<file path="src/rtl/spi_ram_arbiter_if.sv">
// Local requester port of the SPI RAM arbiter.
// master = requester, slave = arbiter.
interface spi_ram_arbiter_if #(
  parameter int ADDR_SIZE = 8,
  parameter int MEM_WIDTH = 8
);
  logic                 loc_req;
  logic                 loc_we;
  logic [ADDR_SIZE-1:0] loc_addr;
  logic [MEM_WIDTH-1:0] loc_wdata;
  logic                 loc_gnt;
  logic [MEM_WIDTH-1:0] loc_rdata;
  logic                 loc_rvalid;

  modport master (
    output loc_req, loc_we, loc_addr, loc_wdata,
    input  loc_gnt, loc_rdata, loc_rvalid
  );

  modport slave (
    input  loc_req, loc_we, loc_addr, loc_wdata,
    output loc_gnt, loc_rdata, loc_rvalid
  );
endinterface

</file>
<file path="src/rtl/spi_ram_arbiter.sv">
// SPI command decoder plus round-robin arbiter between
// the SPI path and a local requester on one sync RAM.
module spi_ram_arbiter #(
  parameter int ADDR_SIZE = 8,
  parameter int MEM_WIDTH = 8,
  parameter int TX_HOLD   = 8
) (
  input  logic                 clk,
  input  logic                 rst,
  input  logic [9:0]           rx_data,
  input  logic                 rx_valid,
  output logic [7:0]           tx_data,
  output logic                 tx_valid,
  spi_ram_arbiter_if.slave     loc,
  output logic                 mem_en,
  output logic                 mem_we,
  output logic [ADDR_SIZE-1:0] mem_addr,
  output logic [MEM_WIDTH-1:0] mem_wdata,
  input  logic [MEM_WIDTH-1:0] mem_rdata,
  output logic                 ovf_err
);
  localparam int CW = $clog2(TX_HOLD + 1);

  typedef enum logic [1:0] {
    IDLE,
    RD_WAIT,
    RD_CAP
  } state_e;

  state_e               state_q;
  logic [ADDR_SIZE-1:0] wr_addr_q;
  logic [ADDR_SIZE-1:0] rd_addr_q;
  logic                 pend_q;
  logic                 pend_we_q;
  logic [ADDR_SIZE-1:0] pend_addr_q;
  logic [MEM_WIDTH-1:0] pend_data_q;
  logic                 last_spi_q;
  logic                 rd_spi_q;
  logic [CW-1:0]        tx_cnt_q;
  logic [7:0]           tx_data_q;
  logic                 tx_valid_q;
  logic [MEM_WIDTH-1:0] loc_rdata_q;
  logic                 loc_rvalid_q;
  logic                 ovf_q;

  logic idle;
  logic grant_spi;
  logic grant_loc;
  logic spi_cmd;

  // Issue is combinational so an SPI op can hit the RAM one cycle after rx_valid.
  assign idle      = (state_q == IDLE) && !rst;
  assign grant_spi = idle && pend_q && (!loc.loc_req || !last_spi_q);
  assign grant_loc = idle && loc.loc_req && !grant_spi;
  assign spi_cmd   = rx_valid && rx_data[8];

  always_comb begin
    mem_en    = grant_spi | grant_loc;
    mem_we    = 1'b0;
    mem_addr  = '0;
    mem_wdata = '0;
    unique case (1'b1)
      grant_spi: begin
        mem_we    = pend_we_q;
        mem_addr  = pend_addr_q;
        mem_wdata = pend_data_q;
      end
      grant_loc: begin
        mem_we    = loc.loc_we;
        mem_addr  = loc.loc_addr;
        mem_wdata = loc.loc_wdata;
      end
      default: ;
    endcase
  end

  always_ff @(posedge clk) begin
    if (rst) begin
      state_q      <= IDLE;
      wr_addr_q    <= '0;
      rd_addr_q    <= '0;
      pend_q       <= 1'b0;
      pend_we_q    <= 1'b0;
      pend_addr_q  <= '0;
      pend_data_q  <= '0;
      last_spi_q   <= 1'b0;
      rd_spi_q     <= 1'b0;
      tx_cnt_q     <= '0;
      tx_data_q    <= '0;
      tx_valid_q   <= 1'b0;
      loc_rdata_q  <= '0;
      loc_rvalid_q <= 1'b0;
      ovf_q        <= 1'b0;
    end else begin
      loc_rvalid_q <= 1'b0;
      if (rx_valid) begin
        unique case (rx_data[9:8])
          2'b00:   wr_addr_q <= ADDR_SIZE'(rx_data[7:0]);
          2'b10:   rd_addr_q <= ADDR_SIZE'(rx_data[7:0]);
          default: ;
        endcase
      end
      if (grant_spi) pend_q <= 1'b0;
      // Refill in the issue cycle is legal; only a still-waiting op overflows.
      if (spi_cmd) begin
        if (pend_q && !grant_spi) begin
          ovf_q <= 1'b1;
        end else begin
          pend_q      <= 1'b1;
          pend_we_q   <= !rx_data[9];
          pend_addr_q <= rx_data[9] ? rd_addr_q : wr_addr_q;
          pend_data_q <= MEM_WIDTH'(rx_data[7:0]);
        end
      end
      if (mem_en) last_spi_q <= grant_spi;
      if (tx_valid_q) begin
        if (tx_cnt_q == '0) tx_valid_q <= 1'b0;
        else                tx_cnt_q   <= tx_cnt_q - CW'(1);
      end
      unique case (state_q)
        IDLE: begin
          if (mem_en && !mem_we) begin
            state_q  <= RD_WAIT;
            rd_spi_q <= grant_spi;
          end
        end
        RD_WAIT: begin
          state_q <= RD_CAP;
          if (rd_spi_q) begin
            tx_data_q  <= 8'(mem_rdata);
            tx_valid_q <= 1'b1;
            tx_cnt_q   <= CW'(TX_HOLD - 1);
          end else begin
            loc_rdata_q  <= mem_rdata;
            loc_rvalid_q <= 1'b1;
          end
        end
        RD_CAP:  state_q <= IDLE;
        default: state_q <= IDLE;
      endcase
    end
  end

  assign tx_data        = tx_data_q;
  assign tx_valid       = tx_valid_q;
  assign ovf_err        = ovf_q;
  assign loc.loc_gnt    = grant_loc;
  assign loc.loc_rdata  = loc_rdata_q;
  assign loc.loc_rvalid = loc_rvalid_q;
endmodule

</file>
<file path="src/flat_wrapper.sv">
// flat-port wrapper written by rule: the top's interface ports become plain ports
module spi_ram_arbiter_flat 
#(
  parameter int ADDR_SIZE = 8,
  parameter int MEM_WIDTH = 8,
  parameter int TX_HOLD   = 8
)
  (clk, rst, rx_data, rx_valid, tx_data, tx_valid, mem_en, mem_we, mem_addr, mem_wdata, mem_rdata, ovf_err, loc_loc_req, loc_loc_we, loc_loc_addr, loc_loc_wdata, loc_loc_gnt, loc_loc_rdata, loc_loc_rvalid);
  spi_ram_arbiter_if #(.ADDR_SIZE(ADDR_SIZE), .MEM_WIDTH(MEM_WIDTH)) loc_i ();
  input  logic clk;
  input  logic rst;
  input  logic [9:0] rx_data;
  input  logic rx_valid;
  output logic [7:0] tx_data;
  output logic tx_valid;
  output logic mem_en;
  output logic mem_we;
  output logic [ADDR_SIZE-1:0] mem_addr;
  output logic [MEM_WIDTH-1:0] mem_wdata;
  input  logic [MEM_WIDTH-1:0] mem_rdata;
  output logic ovf_err;
  input wire logic [$bits(loc_i.loc_req)-1:0] loc_loc_req;
  input wire logic [$bits(loc_i.loc_we)-1:0] loc_loc_we;
  input wire logic [$bits(loc_i.loc_addr)-1:0] loc_loc_addr;
  input wire logic [$bits(loc_i.loc_wdata)-1:0] loc_loc_wdata;
  output wire logic [$bits(loc_i.loc_gnt)-1:0] loc_loc_gnt;
  output wire logic [$bits(loc_i.loc_rdata)-1:0] loc_loc_rdata;
  output wire logic [$bits(loc_i.loc_rvalid)-1:0] loc_loc_rvalid;
  assign loc_i.loc_req = loc_loc_req;
  assign loc_i.loc_we = loc_loc_we;
  assign loc_i.loc_addr = loc_loc_addr;
  assign loc_i.loc_wdata = loc_loc_wdata;
  assign loc_loc_gnt = loc_i.loc_gnt;
  assign loc_loc_rdata = loc_i.loc_rdata;
  assign loc_loc_rvalid = loc_i.loc_rvalid;
  spi_ram_arbiter #(.ADDR_SIZE(ADDR_SIZE), .MEM_WIDTH(MEM_WIDTH), .TX_HOLD(TX_HOLD)) u_core (.clk(clk), .rst(rst), .rx_data(rx_data), .rx_valid(rx_valid), .tx_data(tx_data), .tx_valid(tx_valid), .loc(loc_i), .mem_en(mem_en), .mem_we(mem_we), .mem_addr(mem_addr), .mem_wdata(mem_wdata), .mem_rdata(mem_rdata), .ovf_err(ovf_err));
endmodule
</file>
<file path="config.mk">
export PLATFORM = sky130hd
export DESIGN_NAME = spi_ram_arbiter_flat
export DESIGN_NICKNAME = d
export VERILOG_FILES = /design/src/rtl/spi_ram_arbiter_if.sv /design/src/rtl/spi_ram_arbiter.sv /design/src/flat_wrapper.sv
export SDC_FILE = /design/constraint.sdc
export NUM_CORES = 1
export LEC_CHECK = 0
export ABC_AREA = 1
export CAP_MARGIN = 10
export CORE_UTILIZATION = 47
export CTS_CLUSTER_DIAMETER = 30
export CTS_CLUSTER_SIZE = 8
export DETAILED_ROUTE_END_ITERATION = 12
export GPL_TIMING_DRIVEN = 0
export PLACE_DENSITY = 0.84
export SLEW_MARGIN = 25
export SYNTH_ARGS = -nofsm -noshare
export SYNTH_HDL_FRONTEND = slang
export SYNTH_SLANG_ARGS = --single-unit
</file>
<file path="constraint.sdc">
create_clock -name clk -period 1.9 [get_ports clk]
set_input_delay 0.38 -clock clk [delete_from_list [all_inputs] [get_ports clk]]
set_output_delay 0.38 -clock clk [all_outputs]
set_load 0.05 [all_outputs]
</file>
==> flow_metrics.env <==
export IMPL_finalHoldViolCount=0
export IMPL_cap_violations=0
export IMPL_drt_wl_total_um=7420
export IMPL_yosysUniqueCellTypes=26
export IMPL_grt_usage=0.267
export IMPL_cts_hold_buffers=0
export IMPL_worstPathRequired_ns=1.52
export IMPL_portBuffers=75
export IMPL_worstHoldPathType="input port to flop"
export IMPL_synth_fp_nets=364
export IMPL_setup_viol=17
export IMPL_drive_gt1_frac=0.215
export IMPL_layout_commonest_cell="dfxtp_1"
export IMPL_die_y_um=75.8
export IMPL_drv_slew=0
export IMPL_min_period_ns=2.09
export IMPL_syn_area_um2=2560
export IMPL_start_kind="input port"
export IMPL_vdd_drop_max_v=0.000491
export IMPL_crit_type="input port to output pin"
export IMPL_syn_inst=324
export IMPL_yosys_warnings=0
export IMPL_clk_path_buf_depth=2
export IMPL_cts_root_buf="clkbuf_8"
export IMPL_first_pass_iters=5
export IMPL_grt_pass1_vias=2432
export IMPL_start_util=0.495
export IMPL_htree_levels=3
export IMPL_grt_overflow=0
export IMPL_io_pins=77
export IMPL_vias=2692
export IMPL_setup_slack_ns=-0.189
export IMPL_syn_avg_cell_area_um2=7.90
export IMPL_rows=26
export IMPL_hold_slack_ns=0.254
export IMPL_cts_tree="built"
export IMPL_grt_max_degree=12
export IMPL_worstPathArrival_ns=1.71
export IMPL_via_per_inst=5.36
export IMPL_numClockSinks=61
export IMPL_drt_initial_drc_count=212
export IMPL_synth_seq_cells=61
export IMPL_wl_per_cell_um=14.8
export IMPL_clk_pin_slew_ns=0.07
export IMPL_ant_nets=0
export IMPL_diodes=0
export IMPL_layout_common_cells="57 x dfxtp_1, 50 x nor2_1, 46 x clkdlybuf4s50_1, 44 x nand2_1, 42 x o21ai_0"
export IMPL_synth_edf_count=0
export IMPL_relSlewSlack=0.652
export IMPL_clkLatencyLatePin_ns=0.34
export IMPL_numCtsBuffers=9
export IMPL_grt_pass1_wl_um=11400
export IMPL_grt_antenna_before_repair=0
export IMPL_timing_final_crit_share=1.10
export IMPL_drcViolationCount=0
export IMPL_end_kind="output pin"
export IMPL_finalClockSkew_ns=0.00634
export IMPL_fp_dieArea_um2=5750
export IMPL_async_flop_share=0
export IMPL_path_max_fanout=5
export IMPL_p_total_mw=3.13
export IMPL_fin_nets=468
export IMPL_seq_area_frac_synth=0.477
export IMPL_rsz0062_at_grt="true"
export IMPL_leakage_nw=1.73
export IMPL_p_per_area_nw_per_um2=789
export IMPL_dp_hpwl_um=4730
export IMPL_tightestPinTransition_ns=0.521
export IMPL_gp_congestion=0.795
export IMPL_synth_ff_type="dfxtp_1"
export IMPL_die_w_um=75.8
export IMPL_num_fill_cells=351
export IMPL_synthToLayoutAreaGrowth_pct=54.6
export IMPL_max_freq_mhz=479
export IMPL_core_area_um2=5170
export IMPL_violations="negative setup slack"
export IMPL_status="complete, but fails checks"
==> worst max-delay path, cell delays in order <==
cell,delay (ns)
dlygate4sd2_1,0.29
nand2_2,0.11
nand2_4,0.07
inv_2,0.07
nor2_4,0.05
buf_12,0.12
buf_12,0.12
buf_8,0.12
a22o_4,0.22
buf_8,0.15
==> metal layers <==
metal  wire (µm)  track usage  up-vias
li1            -            -     1294
met1        3160        0.340     1284
met2        3740        0.444      103
met3         375       0.0503       11
met4         147        0.113        0
met5           0            0        -
==> what timing repair did <==
| action | CTS | global route |
|---|---|---|
| endpoints found under the hold margin | 0 | 0 |
| setup endpoints to repair | 20 | 27 |
| pin swaps | 6 | 8 |
| gates resized for setup | 165 | 17 |
| buffers inserted | 11 | 6 |
| gates cloned | 2 | 0 |
==> through the flow <==
step	worst slack [ns]	setup TNS [ns]	cells	cell area, µm²	utilization
after floorplan	0.0651	0	324	2570	-
after CTS	-0.179	-2.57	497	3890	0.753
after detailed placement	-1.17	-20.12	469	3410	0.659
after global routing	-0.228	-3.11	502	3960	0.765
after global placement	-1.13	-19.18	469	3410	0.659
final	-0.189	-2.10	502	3960	0.765
==> synth_stat cells, drive strengths merged (2+ instances only) <==
library cell,n,area [µm²]
dfxtp,61,1220
a21oi,31,155
nor2,54,233
clkbuf,7,26.3
nand2,51,199
nand3,16,103
buf,9,81.3
inv,26,108
a22o,16,140
o21ai,45,225
nor3,2,10.0
==> kinds of logic (layout without fill, tap and decap cells) <==
| kind of cell | Yosys count | count (layout) | synth area share |
|---|---|---|---|
| adder cells (fa/ha/maj) | 1 | 1 | 0.00489 |
| flip-flops | 61 | 61 | 0.477 |
| AND/OR/NAND/NOR | 124 | 125 | 0.221 |
| AO/OA/AOI/OAI | 95 | 95 | 0.212 |
| buffers and inverters | 43 | 150 | 0.0855 |
==> layout make-up <==
type                            count  area, µm²  share of cell area
Timing Repair Buffer               92       1000               0.253
Multi-Input combinational cell    221       1230               0.312
Tap cell                           70       87.6              0.0221
Buffer                             16        123              0.0310
Clock inverter                      5       37.5             0.00948
Inverter                           27        111              0.0281
Clock buffer                       10        138              0.0348
Sequential cell                    61       1230               0.310
==> power breakdown <==
| part | total [mW] | switching [mW] | internal, mW | leakage (nW) |
|---|---|---|---|---|
| Sequential | 1.39 | 0.0427 | 1.35 | 0.500 |
| Clock | 1.03 | 0.532 | 0.503 | 0.0843 |
| Combinational | 0.700 | 0.395 | 0.306 | 1.14 |
==> sequential cells by signal, summed over array words and instances, names as in the netlist, 2 cells and up <==
name	cells
u_core.state_q	2
u_core.tx_cnt_q	4
u_core.tx_data	8
u_core.wr_addr_q	8
u_core.loc.loc_rdata	8
u_core.pend_addr_q	8
u_core.pend_data_q	8
u_core.rd_addr_q	8
==> final timing paths <==
path | from | to | slack (ns) | depth (start not counted)
max | loc_loc_req | mem_addr[1] | -0.19 | 10
min reg2reg | u_core.rd_addr_q[0] | u_core.rd_addr_q[0] | 0.45 | 2
min | rst | u_core.pend_q | 0.25 | 2
max reg2reg | u_core.state_q[0] | u_core.pend_addr_q[0] | 0.15 | 9
(Power assumes the default switching activity.)
